==> src/rtl/ifu_fetch_if.sv <==
// Instruction-memory request/response bundle between the fetch unit (master) and memory (slave).
interface ifu_fetch_if;
  logic        imem_req;
  logic [31:0] imem_addr;
  logic        imem_ack;
  logic [31:0] imem_rdata;

  modport master (output imem_req, output imem_addr, input imem_ack, input imem_rdata);
  modport slave  (input imem_req, input imem_addr, output imem_ack, output imem_rdata);
endinterface

==> src/rtl/ifu_fetch.sv <==
// Instruction fetch unit: one outstanding request, holds the fetched word until downstream accepts it.
// Define IFU_ADDR_CHECK_EN to raise AdEL (code 4) for misaligned or out-of-range fetch addresses.
module ifu_fetch #(
  parameter logic [31:0] PC_INIT = 32'h0000_3000,
  parameter logic [31:0] IM_BASE = 32'h0000_3000,
  parameter logic [31:0] IM_END  = 32'h0000_6FFF
) (
  input  logic             clk,
  input  logic             reset,
  input  logic [31:0]      NPC,
  input  logic             Stall,
  input  logic             Req,
  output logic [31:0]      PC,
  ifu_fetch_if.master      imem,
  output logic             F_Valid,
  output logic [31:0]      F_Instr,
  output logic [4:0]       F_ExcCode
);

  typedef enum logic [1:0] {IDLE, FETCH, HOLD, DRAIN} state_t;

  localparam logic [4:0] EXC_ADEL = 5'd4;

  state_t      state_q, state_d;
  logic [31:0] pc_q, pc_d;
  logic [31:0] instr_q, instr_d;
  logic [4:0]  exc_q, exc_d;

  logic addr_bad;
  logic addr_exc;

  assign addr_bad = (pc_q[1:0] != 2'b00) || (pc_q < IM_BASE) || (pc_q > IM_END);

`ifdef IFU_ADDR_CHECK_EN
  assign addr_exc = addr_bad;
`else
  logic unused_addr_bad;
  assign unused_addr_bad = addr_bad;
  assign addr_exc = 1'b0;
`endif

  always_ff @(posedge clk or posedge reset) begin
    if (reset) begin
      state_q <= IDLE;
      pc_q    <= PC_INIT;
      instr_q <= 32'h0;
      exc_q   <= 5'd0;
    end else begin
      state_q <= state_d;
      pc_q    <= pc_d;
      instr_q <= instr_d;
      exc_q   <= exc_d;
    end
  end

  always_comb begin
    state_d = state_q;
    pc_d    = pc_q;
    instr_d = instr_q;
    exc_d   = exc_q;
    case (state_q)
      IDLE: state_d = FETCH;
      FETCH: begin
        if (addr_exc) begin
          // Nothing is outstanding on the bus, so a redirect simply retries at the new PC.
          if (Req) begin
            pc_d = NPC;
          end else begin
            instr_d = 32'h0;
            exc_d   = EXC_ADEL;
            state_d = HOLD;
          end
        end else if (imem.imem_ack) begin
          if (Req) begin
            pc_d = NPC;
          end else begin
            instr_d = imem.imem_rdata;
            exc_d   = 5'd0;
            state_d = HOLD;
          end
        end else if (Req) begin
          // The request is still in flight; its ack must be swallowed before refetching.
          pc_d    = NPC;
          state_d = DRAIN;
        end
      end
      HOLD: begin
        if (Req || !Stall) begin
          pc_d    = NPC;
          state_d = FETCH;
        end
      end
      DRAIN: begin
        if (Req) begin
          pc_d = NPC;
        end
        if (imem.imem_ack) begin
          state_d = FETCH;
        end
      end
      default: state_d = IDLE;
    endcase
  end

  assign imem.imem_req  = (state_q == FETCH) && !addr_exc;
  assign imem.imem_addr = pc_q;
  assign PC             = pc_q;
  assign F_Valid        = (state_q == HOLD);
  assign F_Instr        = instr_q;
  assign F_ExcCode      = exc_q;

endmodule

==> src/flat_wrapper.sv <==
// flat-port wrapper written by rule: the top's interface ports become plain ports
module ifu_fetch_flat 
#(
  parameter logic [31:0] PC_INIT = 32'h0000_3000,
  parameter logic [31:0] IM_BASE = 32'h0000_3000,
  parameter logic [31:0] IM_END  = 32'h0000_6FFF
)
  (clk, reset, NPC, Stall, Req, PC, F_Valid, F_Instr, F_ExcCode, imem_imem_req, imem_imem_addr, imem_imem_ack, imem_imem_rdata);
  ifu_fetch_if imem_i ();
  input  logic clk;
  input  logic reset;
  input  logic [31:0] NPC;
  input  logic Stall;
  input  logic Req;
  output logic [31:0] PC;
  output logic F_Valid;
  output logic [31:0] F_Instr;
  output logic [4:0] F_ExcCode;
  output wire logic [$bits(imem_i.imem_req)-1:0] imem_imem_req;
  output wire logic [$bits(imem_i.imem_addr)-1:0] imem_imem_addr;
  input wire logic [$bits(imem_i.imem_ack)-1:0] imem_imem_ack;
  input wire logic [$bits(imem_i.imem_rdata)-1:0] imem_imem_rdata;
  assign imem_imem_req = imem_i.imem_req;
  assign imem_imem_addr = imem_i.imem_addr;
  assign imem_i.imem_ack = imem_imem_ack;
  assign imem_i.imem_rdata = imem_imem_rdata;
  ifu_fetch #(.PC_INIT(PC_INIT), .IM_BASE(IM_BASE), .IM_END(IM_END)) u_core (.clk(clk), .reset(reset), .NPC(NPC), .Stall(Stall), .Req(Req), .PC(PC), .imem(imem_i), .F_Valid(F_Valid), .F_Instr(F_Instr), .F_ExcCode(F_ExcCode));
endmodule
==> config.mk <==
export PLATFORM = sky130hd
export DESIGN_NAME = ifu_fetch_flat
export DESIGN_NICKNAME = d
export VERILOG_FILES = /design/src/rtl/ifu_fetch_if.sv /design/src/rtl/ifu_fetch.sv /design/src/flat_wrapper.sv
export SDC_FILE = /design/constraint.sdc
export NUM_CORES = 1
export LEC_CHECK = 0
export ABC_CLOCK_PERIOD_IN_PS = 2300
export BUFFER_PORTS_ARGS = -buffer_cell sky130_fd_sc_hd__buf_2
export CAP_MARGIN = 5
export CORE_ASPECT_RATIO = 2
export CORE_UTILIZATION = 48
export CTS_CLUSTER_DIAMETER = 50
export CTS_CLUSTER_SIZE = 14
export DETAILED_ROUTE_END_ITERATION = 10
export MAX_ROUTING_LAYER = met4
export PLACE_DENSITY = 0.81
export SLEW_MARGIN = 20
export SYNTH_ARGS = -nofsm -noshare
export SYNTH_HDL_FRONTEND = slang
export SYNTH_SLANG_ARGS = --single-unit
export TNS_END_PERCENT = 5
==> constraint.sdc <==
create_clock -name clk -period 2.3 [get_ports clk]
set_input_delay 0.23 -clock clk [delete_from_list [all_inputs] [get_ports clk]]
set_output_delay 0.23 -clock clk [all_outputs]
set_load 0.03 [all_outputs]
==> impl_results.md <==
* Worst Min Path Start: imem_imem_rdata[31]
* Status: completed
* Core Util, Final at 61.9%
* Die W at 64.9 um
* Startpoint types: flip-flop
* CP top delay family: simple AND/OR/NAND/NOR gates
* Crit end category: flip-flop
* Clk_skew at 7.25 ps
* Slew headroom at 60.4%
* Seq/Total Area, Yosys at 43.5%
* Total Wirelength at 9.00 mm
* Initial Util at 50.0%
* Footprint of the multi-input gates at 0.00166 mm2
* Synth area leader: dfrtp_1
* Die height at 128 um
* WL/cell at 16.8 um
* Layout area overhead at 23.7%
* Clk root buf: clkbuf_16
* Via count at 3033
* Final setup fails at 0
* DRT Pass-1 Iters at 7
* Cell area after synthesis at 0.00380 mm2
* Gr usage total at 22.6%
* Slowest cell on crit path: and2_4
* Routability cong. at 0.786
* Max IR drop VDD at 0.520 mV
* Antenna violations before repair at 0
* Core area at 0.00760 mm2
* Number of fill cells at 634
* Setup tns final at 0 ps
* Final Hold Slack at 127 ps
* Grt ovf at 0
* Commonest non-fill, non-tap cell in the layout: buf_2
* Maximum clock rate at 559 MHz
* RSZ-0062 raised after global routing: no
* Worst Tran Pin Value at 594 ps
* Final ANT Viol Nets at 0
* Worst path required time at 2510 ps
* Most frequent cells in the layout: buf_2, dfrtp_1, mux2_4
* Leakage power at 2.24 nW
* Synth top area share at 42.1%
* DRT iter0 DRCs at 232
* Largest net degree at the start of global routing at 51
* CTS tree: done
* First-pass GRT wire length at 13.8 mm
* Worst Setup Path Type: reg2reg
* Mapped Cells at 309
* R2R Path Start: u_core.state_q[1]$_DFFE_PP0P_
* I/O pin count at 172
* Worst-path clk slew at 60 ps
* Vias per cell at 5.67
* Die area at 0.00830 mm2
* Max-cap violations at 0
* Top cells by area, synth: dfrtp_1, mux2_4, a222oi_1
* Yosys cell types at 29
* Nets at 505
* Clock Sinks at 66
* Clk Latency, worst-skew pair at 330 ps
* Clock buffer depth at 2
* Yosys reg bits at 66
* Fin. Hold Viols at 0
* Num rows at 45
* Worst Path Buf+Inv at 0
* Worst-path fanout max at 32
* CP startpoint: u_core.state_q[1]$_DFFE_PP0P_
* Post-layout min period at 1790 ps
* Input/output buffers at 166
* Pwr dens at 1170 mW/mm2
* Antenna Diode Count at 0
* Number of H-tree levels at 3
* Post-DP HPWL at 6.25 mm
* Register area at 0.00166 mm2
* Worst min path class: in2reg
* DRC errors left at 0
* Avg Cell Area, Syn at 12.3 um2
* Number of synthesis warnings at 0
* Layout cells sized above 1 at 57.8%
* Critical Path AT at 2000 ps
* Fin crit share at 77.7%
* CTS buffer count at 9
* Crit-path max cell delay at 560 ps
* CP cell instances: nor3b_2 > and2_4 > mux2_2
* Vias in the first global route at 2863
* Slew Viols, Final at 0
cells by family (layout without fill, tap and decap cells):
kind of cell / Yosys count / count (layout) / share of synthesized area (%)
AOI/OAI and AO/OA: 95 / 95 / 18.9
buffers and inverters: 68 / 196 / 13.2
DFF: 66 / 66 / 43.5
muxes: 65 / 65 / 22.2
other: 1 / 5 / 0.0987
and+or+nand+nor: 14 / 14 / 2.11
routing by layer:
layer | up-vias | GRT usage (%) | part of all wire (%) | wire length, um
met4 | 0 | 10.3 | 1.3 | 114
met1 | 1473 | 24.1 | 39 | 3490
met5 | - | - | 0 | 0
met2 | 140 | 38.9 | 53 | 4810
met3 | 9 | 5.07 | 6.6 | 592
li1 | 1411 | - | - | -
power by group:
group	internal (W)	switching, W	leakage (nW)
Clock	0.000978	0.000493	0.159
Sequential	0.00148	0.000256	0.750
Combinational	0.000846	0.00145	1.33
cells in the mapped netlist:
library cell	count
dfrtp_1	64
buf_4	37
mux2_4	31
a222oi_1	29
a22oi_1	28
o21ai_1	23
mux2_2	21
clkbuf_1	10
mux2_1	9
buf_6	7
o21ai_0	7
buf_2	6
nand2_1	5
inv_1	4
mux2i_1	4
buf_12	3
nor2b_1	3
o221a_2	3
a21oi_1	2
and2_4	2
dfstp_2	2
nor2_1	2
a21o_1	1
a2bb2oi_1	1
buf_1	1
conb_1	1
nand3_1	1
nor3b_2	1
o22ai_1	1
through the flow:
step	instance area, um2	total power (W)	setup slack [ps]	std cells
CTS	4700	0.00555	510	535
finish	4700	0.00551	513	535
global route	4700	0.00576	446	535
global placement	4360	0.00400	587	518
detailed placement	4360	0.00406	518	518
floorplan	3820	0.00359	419	313
worst register-to-register path, cell delays in order, from the launching register on:
cell     delay (ps)
dfrtp_1         450
nor3b_2         240
and2_4          560
mux2_2          410
flip-flops by register name (all words and copies together), names as in the netlist:
register,cells
u_core.state_q,2
u_core.F_Instr,32
u_core.PC,32
layout make-up:
class | count | area share [%]
Inverter | 4 | 0.319
Multi-Input combinational cell | 179 | 35.4
Clock inverter | 6 | 1.92
Tap cell | 94 | 2.50
Timing Repair Buffer | 176 | 19.6
Clock buffer | 10 | 5.08
Sequential cell | 66 | 35.2
repair_timing:
action / 4_1_cts / 5_1_grt
setup buffers: 0 / 0
hold endpoints to repair: 16 / 0
hold buffers: 1 / 0
gates resized for setup: 0 / 0
worst paths after layout:
kind / end / slack [ps] / depth (start not counted)
setup / recovery: u_core.F_Instr[30]$_DFFE_PP0P_ / 510 / 3
hold / removal: u_core.F_Instr[31]$_DFFE_PP0P_ / 130 / 2
setup reg to reg: u_core.F_Instr[30]$_DFFE_PP0P_ / 510 / 3
hold reg to reg: u_core.F_Instr[0]$_DFFE_PP0P_ / 500 / 1
max in group asynchronous: u_core.PC[12]$_DFFE_PP1P_ / 1220 / 4
min in group asynchronous: u_core.F_Instr[1]$_DFFE_PP0P_ / 430 / 3
Note: power is estimated with default switching activity, not from simulation.
